**config.mk**
```make
export PLATFORM = sky130hd
export DESIGN_NAME = smpl_clk_gen
export DESIGN_NICKNAME = d
export VERILOG_FILES = /design/src/rtl/smpl_clk_pkg.sv /design/src/rtl/smpl_clk_gen.sv
export SDC_FILE = /design/constraint.sdc
export NUM_CORES = 1
export LEC_CHECK = 0
export CELL_PAD_IN_SITES_DETAIL_PLACEMENT = 0
export CELL_PAD_IN_SITES_GLOBAL_PLACEMENT = 2
export CORE_MARGIN = 5
export CORE_UTILIZATION = 34
export CTS_BUF_LIST = sky130_fd_sc_hd__clkbuf_16
export CTS_CLUSTER_SIZE = 28
export DETAILED_ROUTE_END_ITERATION = 6
export PLACE_DENSITY = 0.77
export SETUP_SLACK_MARGIN = 0.2
export SLEW_MARGIN = 20
export SYNTH_ARGS = -nofsm -noshare
export SYNTH_HDL_FRONTEND = slang
export SYNTH_SLANG_ARGS = --single-unit
```
**constraint.sdc**
```tcl
create_clock -name clk -period 2.35 [get_ports clk]
set_input_delay 0.47 -clock clk [delete_from_list [all_inputs] [get_ports clk]]
set_output_delay 0.47 -clock clk [all_outputs]
set_load 0.02 [all_outputs]
```
**src/rtl/smpl_clk_pkg.sv**
```systemverilog
// Shared types and constants for the logic-analyzer sample-rate generator.
package smpl_clk_pkg;

    typedef enum logic [1:0] {
        IDLE = 2'd0,
        RUN  = 2'd1,
        PEND = 2'd2
    } state_t;

    localparam logic [1:0] SEL_C0 = 2'b00;
    localparam logic [1:0] SEL_C1 = 2'b01;
    localparam logic [1:0] SEL_C2 = 2'b10;
    localparam logic [1:0] SEL_C3 = 2'b11;

    localparam int unsigned DEF_DIV0 = 1;
    localparam int unsigned DEF_DIV1 = 10;
    localparam int unsigned DEF_DIV2 = 100;
    localparam int unsigned DEF_DIV3 = 1000;

endpackage

```
**src/rtl/smpl_clk_gen.sv**
```systemverilog
// Sample-rate generator: one-cycle sample strobe, boundary-aligned rate changes.
// Optional square-wave sample clock enabled by defining SMPL_CLK_OUT_EN.
module smpl_clk_gen
    import smpl_clk_pkg::*;
#(
    parameter int unsigned DIV0  = DEF_DIV0,
    parameter int unsigned DIV1  = DEF_DIV1,
    parameter int unsigned DIV2  = DEF_DIV2,
    parameter int unsigned DIV3  = DEF_DIV3,
    parameter int unsigned CNT_W = 10
) (
    input  logic       clk,
    input  logic       i_reset,
    input  logic [1:0] smpl_clk_sel,
    input  logic       i_run,
    output logic       o_smpl_en,
    output logic       o_smpl_clk,
    output logic [1:0] o_sel_active,
    output logic       o_pending
);

    // Terminal counts are precomputed so the compare stays CNT_W bits wide.
    localparam logic [CNT_W-1:0] M0 = CNT_W'(DIV0 - 1);
    localparam logic [CNT_W-1:0] M1 = CNT_W'(DIV1 - 1);
    localparam logic [CNT_W-1:0] M2 = CNT_W'(DIV2 - 1);
    localparam logic [CNT_W-1:0] M3 = CNT_W'(DIV3 - 1);

    state_t           state_q, state_d;
    logic [CNT_W-1:0] cnt_q, cnt_d;
    logic [CNT_W-1:0] div_m1;
    logic [1:0]       sel_q;
    logic [1:0]       act_q, act_d;
    logic             pend_q, pend_d;
    logic             en_q, en_d;
    logic             wrap;

    always_comb begin
        div_m1 = M0;
        case (act_q)
            SEL_C0: div_m1 = M0;
            SEL_C1: div_m1 = M1;
            SEL_C2: div_m1 = M2;
            SEL_C3: div_m1 = M3;
            default: div_m1 = M0;
        endcase
    end

    assign wrap = (cnt_q == div_m1);

    always_comb begin
        state_d = state_q;
        cnt_d   = cnt_q;
        act_d   = act_q;
        pend_d  = pend_q;
        en_d    = 1'b0;
        case (state_q)
            IDLE: begin
                cnt_d  = '0;
                act_d  = sel_q;
                pend_d = 1'b0;
                if (i_run) state_d = RUN;
            end
            RUN, PEND: begin
                if (!i_run) begin
                    // Stopping adopts any requested rate immediately.
                    state_d = IDLE;
                    cnt_d   = '0;
                    act_d   = sel_q;
                    pend_d  = 1'b0;
                end else begin
                    cnt_d = wrap ? '0 : cnt_q + 1'b1;
                    en_d  = wrap;
                    if (state_q == RUN) begin
                        if (sel_q != act_q) begin
                            state_d = PEND;
                            pend_d  = 1'b1;
                        end
                    end else if (wrap) begin
                        act_d   = sel_q;
                        pend_d  = 1'b0;
                        state_d = RUN;
                    end else if (sel_q == act_q) begin
                        pend_d  = 1'b0;
                        state_d = RUN;
                    end
                end
            end
            default: state_d = IDLE;
        endcase
    end

    always_ff @(posedge clk or negedge i_reset) begin
        if (!i_reset) begin
            state_q <= IDLE;
        end else begin
            state_q <= state_d;
        end
    end

    always_ff @(posedge clk or negedge i_reset) begin
        if (!i_reset) begin
            cnt_q  <= '0;
            sel_q  <= SEL_C0;
            act_q  <= SEL_C0;
            pend_q <= 1'b0;
            en_q   <= 1'b0;
        end else begin
            cnt_q  <= cnt_d;
            sel_q  <= smpl_clk_sel;
            act_q  <= act_d;
            pend_q <= pend_d;
            en_q   <= en_d;
        end
    end

`ifdef SMPL_CLK_OUT_EN
    localparam logic [CNT_W:0] H0 = (CNT_W+1)'((DIV0 + 1) / 2);
    localparam logic [CNT_W:0] H1 = (CNT_W+1)'((DIV1 + 1) / 2);
    localparam logic [CNT_W:0] H2 = (CNT_W+1)'((DIV2 + 1) / 2);
    localparam logic [CNT_W:0] H3 = (CNT_W+1)'((DIV3 + 1) / 2);

    logic [CNT_W:0] half;
    logic           sclk_q;

    always_comb begin
        half = H0;
        case (act_q)
            SEL_C0: half = H0;
            SEL_C1: half = H1;
            SEL_C2: half = H2;
            SEL_C3: half = H3;
            default: half = H0;
        endcase
    end

    always_ff @(posedge clk or negedge i_reset) begin
        if (!i_reset) begin
            sclk_q <= 1'b0;
        end else begin
            sclk_q <= (state_q != IDLE) && i_run && ({1'b0, cnt_d} < half);
        end
    end

    assign o_smpl_clk = sclk_q;
`else
    assign o_smpl_clk = 1'b0;
`endif

    assign o_smpl_en    = en_q;
    assign o_sel_active = act_q;
    assign o_pending    = pend_q;

endmodule
```
==> qor.yml, run 1 <==
critical_path:
  critical-path-slowest-cell: "or4_4"
  cp.arrival_ps: 2150
  crit_path_end_kind: "flip-flop"
  criticalPathCategory: "flip-flop to flip-flop"
  crit_path_start_kind: "flip-flop"
  cp_slowest_stage_delay_ps: 660
  path_delay_family: "simple AND/OR/NAND/NOR gates"
  path_cells: "nor4_1, a41oi_1, or4_4, a21oi_2, nor2_1"
  path_max_fanout: 14
  critical_path_required_ps: 2480
  worst-path-buf-inv: 0
pwr:
  p_int_mw: 0.874
  finalPower_mw: 1.45
  power.static_leakage_nw: 0.520
  peakVddDrop_mv: 0.546
  p_seq_share_pct: 32.6
  power_density_nw_per_um2: 1110
  comb_power_share_pct: 43.8
  switching_share_pct: 39.7
  clkPwrFrac_pct: 23.6
  p_sw_mw: 0.575
status:
  status: "finished, final reports clean"
yosys:
  syn_area_sq_um: 1130
  synthArstFlopShare_pct: 100
  synthTopCellsByArea: "dfrtp_1 40%, nand2_1 6.3%, nand3_1 5.3%"
  synth_edf_count: 0
  synthCells: 130
  netlist.area_leader.share_pct: 40.0
  post-synth-top-count-cell: "nand2_1"
  synth_top_cell_by_area: "dfrtp_1"
  syn_avg_cell_area_sq_um: 8.67
  syn-num-nets: 139
  synth_seq_cells: 18
  synth_cell_type_count: 39
  ys_top_cells_by_count: "19 x nand2_1, 18 x dfrtp_1, 12 x nand3_1"
  synth_flop_cell: "dfrtp_1"
  ys_warn_count: 0
  synth_seq_area_share_pct: 40.0
grt:
  grt_usage_pct: 12.8
  gr-usage-met2_pct: 20.4
  grt_pass1_vias: 956
  grt_use_met3_pct: 2.66
  grt-busiest-layer: "met2"
  grt_pass1_wl_microns: 4290
  antenna_found_initial: 0
  grt.overflow.total: 0
  grt_max_degree: 19
  use_met1_pct: 16.0
cells_and_area:
  finish.utilization_pct: 39.9
  nets: 146
  multi_input_area_sq_um: 611
  antenna_cells: 0
  syn2layout_area_growth_pct: 16.2
  final_area_sq_um: 1310
  drive_above_1_share_pct: 8.82
  regArea_sq_um: 453
  fin_cells: 182
  n_fill_cell: 348
cts:
  cts_buffers: 3
  postCtsHoldBufs: 0
  post_cts_buffers: 0
  clk_pin_slew_ps: 50
  cts_tree: "built"
  htreeDepth: 1
  clock_latency_ps: 250
  clockRootBuffer: "clkbuf_16"
  cts.sinks: 18
  cts.path.max_buffers: 2
sta:
  fin_crit_sh_pct: 85.8
  layout_setup_ws_ps: 335
  period_needed_ps: 2020
  holdWs_ps: 549
  hold_viol: 0
  skew_ps: 1.21
  setup_viol: 0
  fin_tns_setup_ps: 0
  rsz0062_at_grt: "no"
  fmax_ghz: 0.496
  final-max-slew-violation-count: 0
routing:
  vias: 930
  wl_per_cell_microns: 13.3
  drc: 0
  antenna_left: 0
  drt-pass1-iter-count: 4
  routed_wl_microns: 2420
  initialDrtViolationCount: 48
  via_per_inst: 5.11
die:
  fp.dieH_microns: 67.6
  die_x_microns: 67.6
  io_pins: 10
  core_sq_um: 3280
  die_area_sq_um: 4570
  num_rows: 21
  start_util_pct: 34.3
place:
  port-buffer-count: 8
  hpwl_microns: 1770
  place.gp.congestion: 0.800
  dpl-instance-area_sq_um: 1230
  place_inst: 178
  pre_cts_slack_ps: 261
job:
  drv_cap: 0
min_path:
  hold_path.class: "input port to asynchronous set/reset pin"
## worst paths after layout
kind	slack, ps	depth (start not counted)	start	end
max	330	5	o_sel_active[1]	cnt_q[9]
min	550	2	i_reset	cnt_q[7]
max reg2reg	330	5	o_sel_active[1]	cnt_q[9]
min reg2reg	550	2	o_pending	o_pending
max in group asynchronous	1580	2	i_reset	o_sel_active[1]
min in group clk	550	2	o_pending	o_pending
## repair_timing
| action | in CTS | in global routing |
|---|---|---|
| setup endpoints to repair | 0 | 7 |
| hold endpoints to repair | 0 | 0 |
| gates resized for setup | 0 | 2 |
## layout by cell type (no fill, tap or decap), drive strengths merged, types with 2 or more instances in the layout
cell | netlist | layout
o211ai | 2 | 2
o21ai | 6 | 6
o21bai | 2 | 2
xor2 | 4 | 4
nand3 | 12 | 12
clkbuf | 3 | 3
nor3b | 2 | 2
nand2 | 19 | 19
inv | 4 | 4
nor3 | 6 | 6
buf | 5 | 2
and2 | 3 | 3
nor2 | 9 | 9
a21oi | 6 | 6
nand3b | 2 | 2
clkdlybuf4s50 | 0 | 8
ha | 4 | 4
dfrtp | 18 | 18
xnor2 | 5 | 5
o2bb2ai | 2 | 2
## cell type report
class                           count  area share (%)
Clock inverter                      1           0.287
Sequential cell                    18            34.6
Timing Repair Buffer               10            7.26
Inverter                            4            1.15
Clock buffer                        3            5.73
Tap cell                           46            4.39
Multi-Input combinational cell    100            46.6
## power by group through the flow
stage          registers (mW)  clock network (mW)  logic [mW]
2_1_floorplan           0.445                   0       0.516
3_3_place_gp            0.464                   0       0.631
3_5_place_dp            0.471                   0       0.637
4_1_cts                 0.467               0.352       0.641
5_1_grt                 0.485               0.359       0.720
6_report                0.472               0.342       0.635
## registers in the layout, summed over array words and instances (netlist names)
register	flops
cnt_q	10
o_sel_active	2
sel_q	2
state_q	2
o_pending	1
o_smpl_en	1
## logic make-up after synthesis
kind of cell / synth area share, %
other cells: 0.333
compound gates: 15.4
simple gates: 27.0
xor+xnor: 6.99
fa+ha+maj: 4.44
flops: 40.0
buf+inv: 5.88
## layer usage
metal | share of wire (%) | routed length [microns] | vias up
met2 | 45 | 1090 | 20
met4 | 2.2 | 53 | 0
met1 | 48 | 1170 | 440
li1 | - | - | 465
met3 | 4.5 | 110 | 5
met5 | 0 | 0 | -
(Power assumes the default switching activity.)
==> run 2: changes to the inputs <==
--- a/config.mk
+++ b/config.mk
@@ -10,11 +10,10 @@
 export CORE_MARGIN = 5
 export CORE_UTILIZATION = 34
 export CTS_BUF_LIST = sky130_fd_sc_hd__clkbuf_16
-export CTS_CLUSTER_SIZE = 28
+export CTS_CLUSTER_SIZE = 40
 export DETAILED_ROUTE_END_ITERATION = 6
 export PLACE_DENSITY = 0.77
 export SETUP_SLACK_MARGIN = 0.2
-export SLEW_MARGIN = 20
 export SYNTH_ARGS = -nofsm -noshare
 export SYNTH_HDL_FRONTEND = slang
 export SYNTH_SLANG_ARGS = --single-unit
==> results of run 2 <==
The final DEF is identical to that of run 1; final timing and power are the same.
